### config.mk
export PLATFORM = sky130hd
export DESIGN_NAME = tx_frame_packer
export DESIGN_NICKNAME = d
export VERILOG_FILES = /design/src/rtl/uart_frame_pkg.sv /design/src/rtl/tx_frame_packer.sv
export SDC_FILE = /design/constraint.sdc
export NUM_CORES = 1
export LEC_CHECK = 0
export CELL_PAD_IN_SITES_DETAIL_PLACEMENT = 2
export CELL_PAD_IN_SITES_GLOBAL_PLACEMENT = 2
export CORE_MARGIN = 2
export CORE_UTILIZATION = 32
export CTS_BUF_LIST = sky130_fd_sc_hd__clkbuf_2
export DETAILED_ROUTE_END_ITERATION = 10
export PLACE_DENSITY_LB_ADDON = 0.1
export SETUP_SLACK_MARGIN = 0.05
export SLEW_MARGIN = 5
export SYNTH_ARGS = -nofsm -noshare
export SYNTH_HDL_FRONTEND = slang
export SYNTH_SLANG_ARGS = --single-unit
### constraint.sdc
create_clock -name clk -period 2 [get_ports clk]
set_input_delay 0.4 -clock clk [delete_from_list [all_inputs] [get_ports clk]]
set_output_delay 0.4 -clock clk [all_outputs]
set_load 0.03 [all_outputs]
### src/rtl/uart_frame_pkg.sv
// Shared framing constants and TX state encoding for the host<->FPGA UART link.
// TX_FRAME_CHECKSUM_EN adds the trailing checksum state.
package uart_frame_pkg;

   localparam logic [7:0] START_BYTE_DEF = 8'h02;
   localparam logic [7:0] STOP_BYTE_DEF  = 8'h03;
   localparam int         PIX_CNT_W_DEF  = 19;

   // Byte lanes of a packed {R,G,B} pixel; the RX assembler uses the same map.
   localparam int R_LSB = 16;
   localparam int G_LSB = 8;
   localparam int B_LSB = 0;

   typedef enum logic [2:0] {
      ST_IDLE,
      ST_SOF,
      ST_WAIT,
      ST_R,
      ST_G,
      ST_B,
`ifdef TX_FRAME_CHECKSUM_EN
      ST_EOF,
      ST_CSUM
`else
      ST_EOF
`endif
   } tx_state_t;

   function automatic logic [7:0] rgb_lane(input logic [23:0] px, input int lsb);
      return px[lsb +: 8];
   endfunction

endpackage

### src/rtl/tx_frame_packer.sv
// Serialises start/pixel/stop requests into START, {R,G,B}*, STOP bytes for the UART TX FIFO.
// TX_FRAME_CHECKSUM_EN appends an XOR checksum of all pixel bytes after STOP.
module tx_frame_packer
   import uart_frame_pkg::*;
#(
   parameter logic [7:0] START_BYTE = START_BYTE_DEF,
   parameter logic [7:0] STOP_BYTE  = STOP_BYTE_DEF,
   parameter int         PIX_CNT_W  = PIX_CNT_W_DEF
) (
   input  logic                 clk,
   input  logic                 rst_n,
   input  logic                 start,
   input  logic                 stop,
   input  logic                 rgb_valid,
   input  logic [23:0]          rgb_data,
   output logic                 rgb_ready,
   input  logic                 full,
   output logic                 push,
   output logic [7:0]           push_data,
   output logic                 busy,
   output logic                 frame_done,
   output logic [PIX_CNT_W-1:0] pix_count
);

   tx_state_t            state_q;
   logic [23:0]          pix_q;
   logic                 stop_q;
   logic                 busy_q;
   logic                 frame_done_q;
   logic [PIX_CNT_W-1:0] pix_count_q;
   logic [PIX_CNT_W-1:0] pix_count_d;
   logic                 byte_state;
`ifdef TX_FRAME_CHECKSUM_EN
   logic [7:0]           csum_q;
`endif

   always_comb begin
      byte_state = 1'b0;
      push_data  = 8'h00;
      case (state_q)
         ST_SOF:  begin byte_state = 1'b1; push_data = START_BYTE;             end
         ST_R:    begin byte_state = 1'b1; push_data = rgb_lane(pix_q, R_LSB); end
         ST_G:    begin byte_state = 1'b1; push_data = rgb_lane(pix_q, G_LSB); end
         ST_B:    begin byte_state = 1'b1; push_data = rgb_lane(pix_q, B_LSB); end
         ST_EOF:  begin byte_state = 1'b1; push_data = STOP_BYTE;              end
`ifdef TX_FRAME_CHECKSUM_EN
         ST_CSUM: begin byte_state = 1'b1; push_data = csum_q;                 end
`endif
         default: begin byte_state = 1'b0; push_data = 8'h00;                  end
      endcase
   end

   // Saturate rather than wrap so an oversized frame still reads as "at least max".
   assign pix_count_d = (&pix_count_q) ? pix_count_q : pix_count_q + 1'b1;

   assign push       = byte_state && !full;
   assign rgb_ready  = (state_q == ST_WAIT);
   assign busy       = busy_q;
   assign frame_done = frame_done_q;
   assign pix_count  = pix_count_q;

   always_ff @(posedge clk or negedge rst_n) begin
      if (!rst_n) begin
         state_q      <= ST_IDLE;
         pix_q        <= '0;
         stop_q       <= 1'b0;
         busy_q       <= 1'b0;
         frame_done_q <= 1'b0;
         pix_count_q  <= '0;
`ifdef TX_FRAME_CHECKSUM_EN
         csum_q       <= 8'h00;
`endif
      end else begin
         frame_done_q <= 1'b0;
         // A stop seen while a byte is still pending is held until WAIT.
         if (stop && (state_q inside {ST_SOF, ST_R, ST_G, ST_B}))
            stop_q <= 1'b1;
         case (state_q)
            ST_IDLE: begin
               if (start) begin
                  state_q     <= ST_SOF;
                  busy_q      <= 1'b1;
                  pix_count_q <= '0;
                  stop_q      <= 1'b0;
`ifdef TX_FRAME_CHECKSUM_EN
                  csum_q      <= 8'h00;
`endif
               end
            end
            ST_SOF: if (push) state_q <= ST_WAIT;
            ST_WAIT: begin
               if (rgb_valid) begin
                  pix_q   <= rgb_data;
                  state_q <= ST_R;
                  if (stop) stop_q <= 1'b1;
`ifdef TX_FRAME_CHECKSUM_EN
                  csum_q  <= csum_q ^ rgb_lane(rgb_data, R_LSB)
                                    ^ rgb_lane(rgb_data, G_LSB)
                                    ^ rgb_lane(rgb_data, B_LSB);
`endif
               end else if (stop || stop_q) begin
                  stop_q  <= 1'b0;
                  state_q <= ST_EOF;
               end
            end
            ST_R: if (push) state_q <= ST_G;
            ST_G: if (push) state_q <= ST_B;
            ST_B: begin
               if (push) begin
                  state_q     <= ST_WAIT;
                  pix_count_q <= pix_count_d;
               end
            end
            ST_EOF: begin
               if (push) begin
`ifdef TX_FRAME_CHECKSUM_EN
                  state_q      <= ST_CSUM;
`else
                  state_q      <= ST_IDLE;
                  busy_q       <= 1'b0;
                  frame_done_q <= 1'b1;
`endif
               end
            end
`ifdef TX_FRAME_CHECKSUM_EN
            ST_CSUM: begin
               if (push) begin
                  state_q      <= ST_IDLE;
                  busy_q       <= 1'b0;
                  frame_done_q <= 1'b1;
               end
            end
`endif
            default: state_q <= ST_IDLE;
         endcase
      end
   end

endmodule

After elaboration in Yosys (flattened, before gate mapping)
Cells that the tools add are included.
{"block": "op_classes", "eq_ne": 14, "n_addsub": 1, "n_reduce_logical": 15, "n_mux": 25}
{"cell": "$mux W19", "count": 3}
{"cell": "$pmux W8 S5", "count": 1}
{"cell": "$pmux W19 S2", "count": 1}
{"cell": "$mux W3", "count": 7}
{"cell": "$add A19 B1 Y19 const B", "count": 1}
{"cell": "$reduce_and A19 Y1", "count": 1}
{"cell": "$pmux W3 S6", "count": 1}
{"cell": "$ne A2 B2 Y1 const B", "count": 6}
{"cell": "$mux W1", "count": 10}
{"cell": "$eq A3 B3 Y1 const B", "count": 3}
{"cell": "$eq A3 B2 Y1 const B", "count": 2}
{"cell": "$reduce_and A6 Y1", "count": 1}
{"cell": "$reduce_or A5 Y1", "count": 1}
{"cell": "$pmux W1 S2", "count": 2}
{"cell": "$reduce_and A4 Y1", "count": 1}
{"cell": "$reduce_bool A2 Y1", "count": 2}
{"cell": "$reduce_bool A4 Y1", "count": 1}
{"cell": "$eq A3 B1 Y1 const B", "count": 1}
{"cell": "$logic_not A3 Y1", "count": 1}
{"cell": "$ne A3 B2 Y1 const B", "count": 1}
{"cell": "$reduce_and A3 Y1", "count": 1}
{"cell": "$logic_and A1 B1 Y1", "count": 2}
{"cell": "$ne A2 B1 Y1 const B", "count": 1}
{"cell": "$reduce_and A2 Y1", "count": 1}
{"cell": "3 further kinds", "count": 3}
{"block": "word_totals", "input_bits": 30, "elab_cells": 61, "regBits": 49}

Longest topological paths before layout
{"block": "depth", "word_depth": 7, "ltp_mapped": 6}

Least setup slack after synthesis
OpenSTA, ideal clock, no wires.
{"block": "synth_path", "path_kind": "register to output", "startpoint": "reg state_q[0]", "endpoint": "out push_data[1]", "path_slack_ns": -0.255, "stages_incl_launch_ff": 5, "arrival_ns": 1.855, "path_cell_list": "dfrtp_1 -> buf_2 -> buf_1 -> o21ai_0 -> a211oi_1"}
{"block": "synth_via", "elab_chain_len": 2, "elab_cells_between_ends": 6, "cone_classes": "eq/ne (5); mux (1)"}
{"item": "start: declaration", "line_no": "tx_frame_packer.sv:25", "text": "tx_state_t state_q;"}
{"item": "start signal: assignment", "line_no": "tx_frame_packer.sv:64", "text": "state_q <= ST_IDLE;"}
{"item": "start signal: assignment", "line_no": "tx_frame_packer.sv:81", "text": "state_q <= ST_SOF;"}
{"item": "start signal: assignment", "line_no": "tx_frame_packer.sv:90", "text": "ST_SOF: if (push) state_q <= ST_WAIT;"}
{"item": "$eq A3 B3 Y1 (tied with other cells)", "line_no": "tx_frame_packer.sv:40", "text": "case (state_q)"}
{"item": "$pmux W8 S5 *", "line_no": "tx_frame_packer.sv:40"}
{"item": "end: declaration", "line_no": "tx_frame_packer.sv:19", "text": "output logic [7:0] push_data,"}
Every way passes the cells marked *; elsewhere a longest branch is shown, timed or not.

Final worst setup path
{"block": "layout_path", "startpoint": "reg state_q[0]", "endpoint": "out push_data[2]"}
Same word-level chain as after synthesis.

==> results.cfg <==
[hold_path]
hold_class = in -> async

[worst_setup_path]
crit_arrival_ns = 1.74
path_max_fanout = 5
cpLargestDelayFamily = flip-flops
slowest_delay_ns = 0.52
cp_common_cell = buf_4
path_cells = buf_4 -> buf_16 -> mux2i_1 -> o21ai_1 -> buf_4
crit_buf_inv = 3
cp.required_ns = 1.60
cp_slowest_cell = dfrtp_2
endpoint_kind = output port
start_kind = flop
rrSetupSlack_ns = -0.12
worstSetupPathType = reg -> out

[global_routing]
grt-ovfl-total = 0
grt_pass1_vias = 2880
gr-usage-all-layers_pct = 22.81
grt_pass1_wl_um = 15970
antenna_found_initial = 0
grt_max_degree = 50

[sta]
worst_slack_ns = -0.1436
hold_viol = 0
post-route-period-util_pct = 107.2
finalSetupTns_ns = -1.518
slew_viol_final = 0
fin_skew_ns = 0.05889
min_period_ns = 2.144
setup_viol = 21
relSlewSlack_pct = 58.21
max_freq_mhz = 466.5
tightest_slew_ns = 0.6111
rsz0062_at_grt = yes

[clocking]
htreeDepth = 2
clkSinkCount = 49
cts_root_buf = clkbuf_2
clk_path_buf_depth = 2
cts_tree = yes
clk_pin_slew_worst_paths_ns = 0.33
clk_latency_ns = 0.47
cts_buffers = 5

[synthesis]
synth_cells = 269
avgSynthCellArea_sq_um = 10.14
syn-num-nets = 300
yosysWarnings = 0
synth_cell_types = 57
ys_ff_latch = 49
synth_edf_count = 0
synth_flop_cell = dfrtp_1
synth_top_area_share_pct = 44.95
synth_top_area_cell = dfrtp_1
async_flop_share_pct = 100.0
ys_seq_area_share_pct = 44.95
synth_area_leaders = dfrtp_1 45%, mux2_2 9.5%, o21ai_0 4.8%, nand2_1 3.2%, mux2i_1 2.6%
synthesis.area_sq_um = 2728
synth_common_cells = 49 x dfrtp_1, 26 x o21ai_0, 23 x mux2_2, 23 x nand2_1
post-synth-top-count-cell = dfrtp_1

[layout]
drive_above_1_share_pct = 38.62
finalNonFillerCells = 483
syn2layout_area_growth_pct = 53.35
fin_nets = 408
antenna_cells = 0
finalInstanceArea_sq_um = 4183

[floorplanning]
coreArea_sq_um = 8258
rows = 33
start_util_pct = 33.03
die_h_um = 96.33
die_x_um = 96.33
io_pins = 61
die_area_sq_um = 9279

[power]
seq_power_share_pct = 29.7
combPwrFrac_pct = 61.6
power.leakage_nw = 1.885
intPower_mw = 3.043
switching_share_pct = 42.79
power_density_nw_per_um2 = 1272
p_clk_share_pct = 8.7
ir_worst_vdd_v = 0.0007538
p_switching_mw = 2.276

[place]
hpwl_um = 6430
portBuffers = 60
postPlaceCellArea_sq_um = 3601
globalplace.congestion = 0.8055
dp_cells = 445

[drt]
vias_per_cell = 5.770
drtPass1Iterations = 4
wl_per_cell_um = 23.18
drtIter0Drc = 129
drc = 0
vias = 2787
ant_nets = 0
drt-total-wl_um = 11200

[run]
max_cap_violations = 0

[outcome]
violations = negative setup slack
status = finished, violations left
## layer usage
metal	share of wire (%)	vias to the layer above	track usage [%]
met5	0	-	0
met4	2.8	0	4.695
met3	4.8	30	2.976
met2	51	99	39.70
met1	41	1423	30.32
li1	-	1235	-
## worst reg2reg max path, cell delays in order, from the launching register on
cell     delay, ns
dfrtp_2       0.49
buf_6         0.12
buf_4         0.14
nor4b_4       0.05
buf_4         0.15
or4b_4        0.56
o21ai_4       0.29
mux2i_1       0.22
## layout by cell type, fill, tap and decap left out, drive strengths merged, types with 5 or more instances in the layout
master         count
a21o               5
mux2i              7
clkdlybuf4s50     28
and4               5
and3               6
o21ai             28
nor3               7
a21oi             11
nand4              6
nor2              10
nand3             11
nand2             23
o211ai             5
inv                6
clkbuf             7
mux2              23
buf               66
dfrtp             49
dlygate4sd2       19
## final timing paths
check | cells after the start | from | endpoint
max in group asynchronous | 3 | rst_n | pix_count[0]
worst min register to register | 1 | pix_q[18] | pix_q[18]
worst max register to register | 7 | state_q[0] | pix_count[1]
worst max-delay path | 5 | state_q[0] | push_data[2]
min in group clk | 3 | rgb_data[8] | pix_q[8]
worst min-delay path | 3 | rst_n | state_q[1]
## stage by stage
stage          power, mW  hold slack, ns  setup WS, ns  utilization (%)
2_1_floorplan      2.952          0.1044      -0.02568                -
3_3_place_gp       3.649          0.4179       -0.2140            43.61
3_5_place_dp       3.755          0.4206       -0.2344            43.61
4_1_cts            4.870          0.3933       -0.1376            47.85
5_1_grt            5.618          0.3892       -0.2343            50.65
6_report           5.319          0.3732       -0.1436            50.65
## power by group through the flow
stage / clock network [mW] / logic (mW) / registers, mW
6_report: 0.462 / 3.27 / 1.58
2_1_floorplan: 0 / 1.39 / 1.56
4_1_cts: 0.472 / 2.85 / 1.55
3_5_place_dp: 0 / 2.17 / 1.58
5_1_grt: 0.513 / 3.47 / 1.63
3_3_place_gp: 0 / 2.10 / 1.55
## sequential cells by signal, indices dropped and copies added (netlist names)
| signal | cells |
|---|---|
| busy | 1 |
| frame_done | 1 |
| pix_count | 19 |
| pix_q | 24 |
| state_q | 3 |
| stop_q | 1 |
## layout make-up
type	count	area (sq um)
Clock buffer	6	30.03
Tap cell	105	131.4
Sequential cell	49	1234
Fill cell	857	4075
Inverter	6	25.02
Multi-Input combinational cell	198	1584
Clock inverter	2	15.01
Timing Repair Buffer	117	1164
## cell families (layout without fill, tap and decap cells)
group / count (synthesis) / in the layout / share of synthesized area (%)
compound gates: 78 / 79 / 19.63
fa+ha+maj: 1 / 1 / 0.4586
buf+inv: 23 / 131 / 3.762
flops: 49 / 49 / 44.95
mux: 30 / 30 / 12.06
simple gates: 88 / 88 / 19.13
## what timing repair did
action / 4_1_cts / 5_1_grt
setup buffers: 13 / 13
pin swaps: 9 / 23
hold buffers: 1 / 0
endpoints found under the setup margin: 32 / 32
hold endpoints to repair: 49 / 0
resized for setup: 58 / 38
cloned: 2 / 1
(Power assumes the default switching activity.)
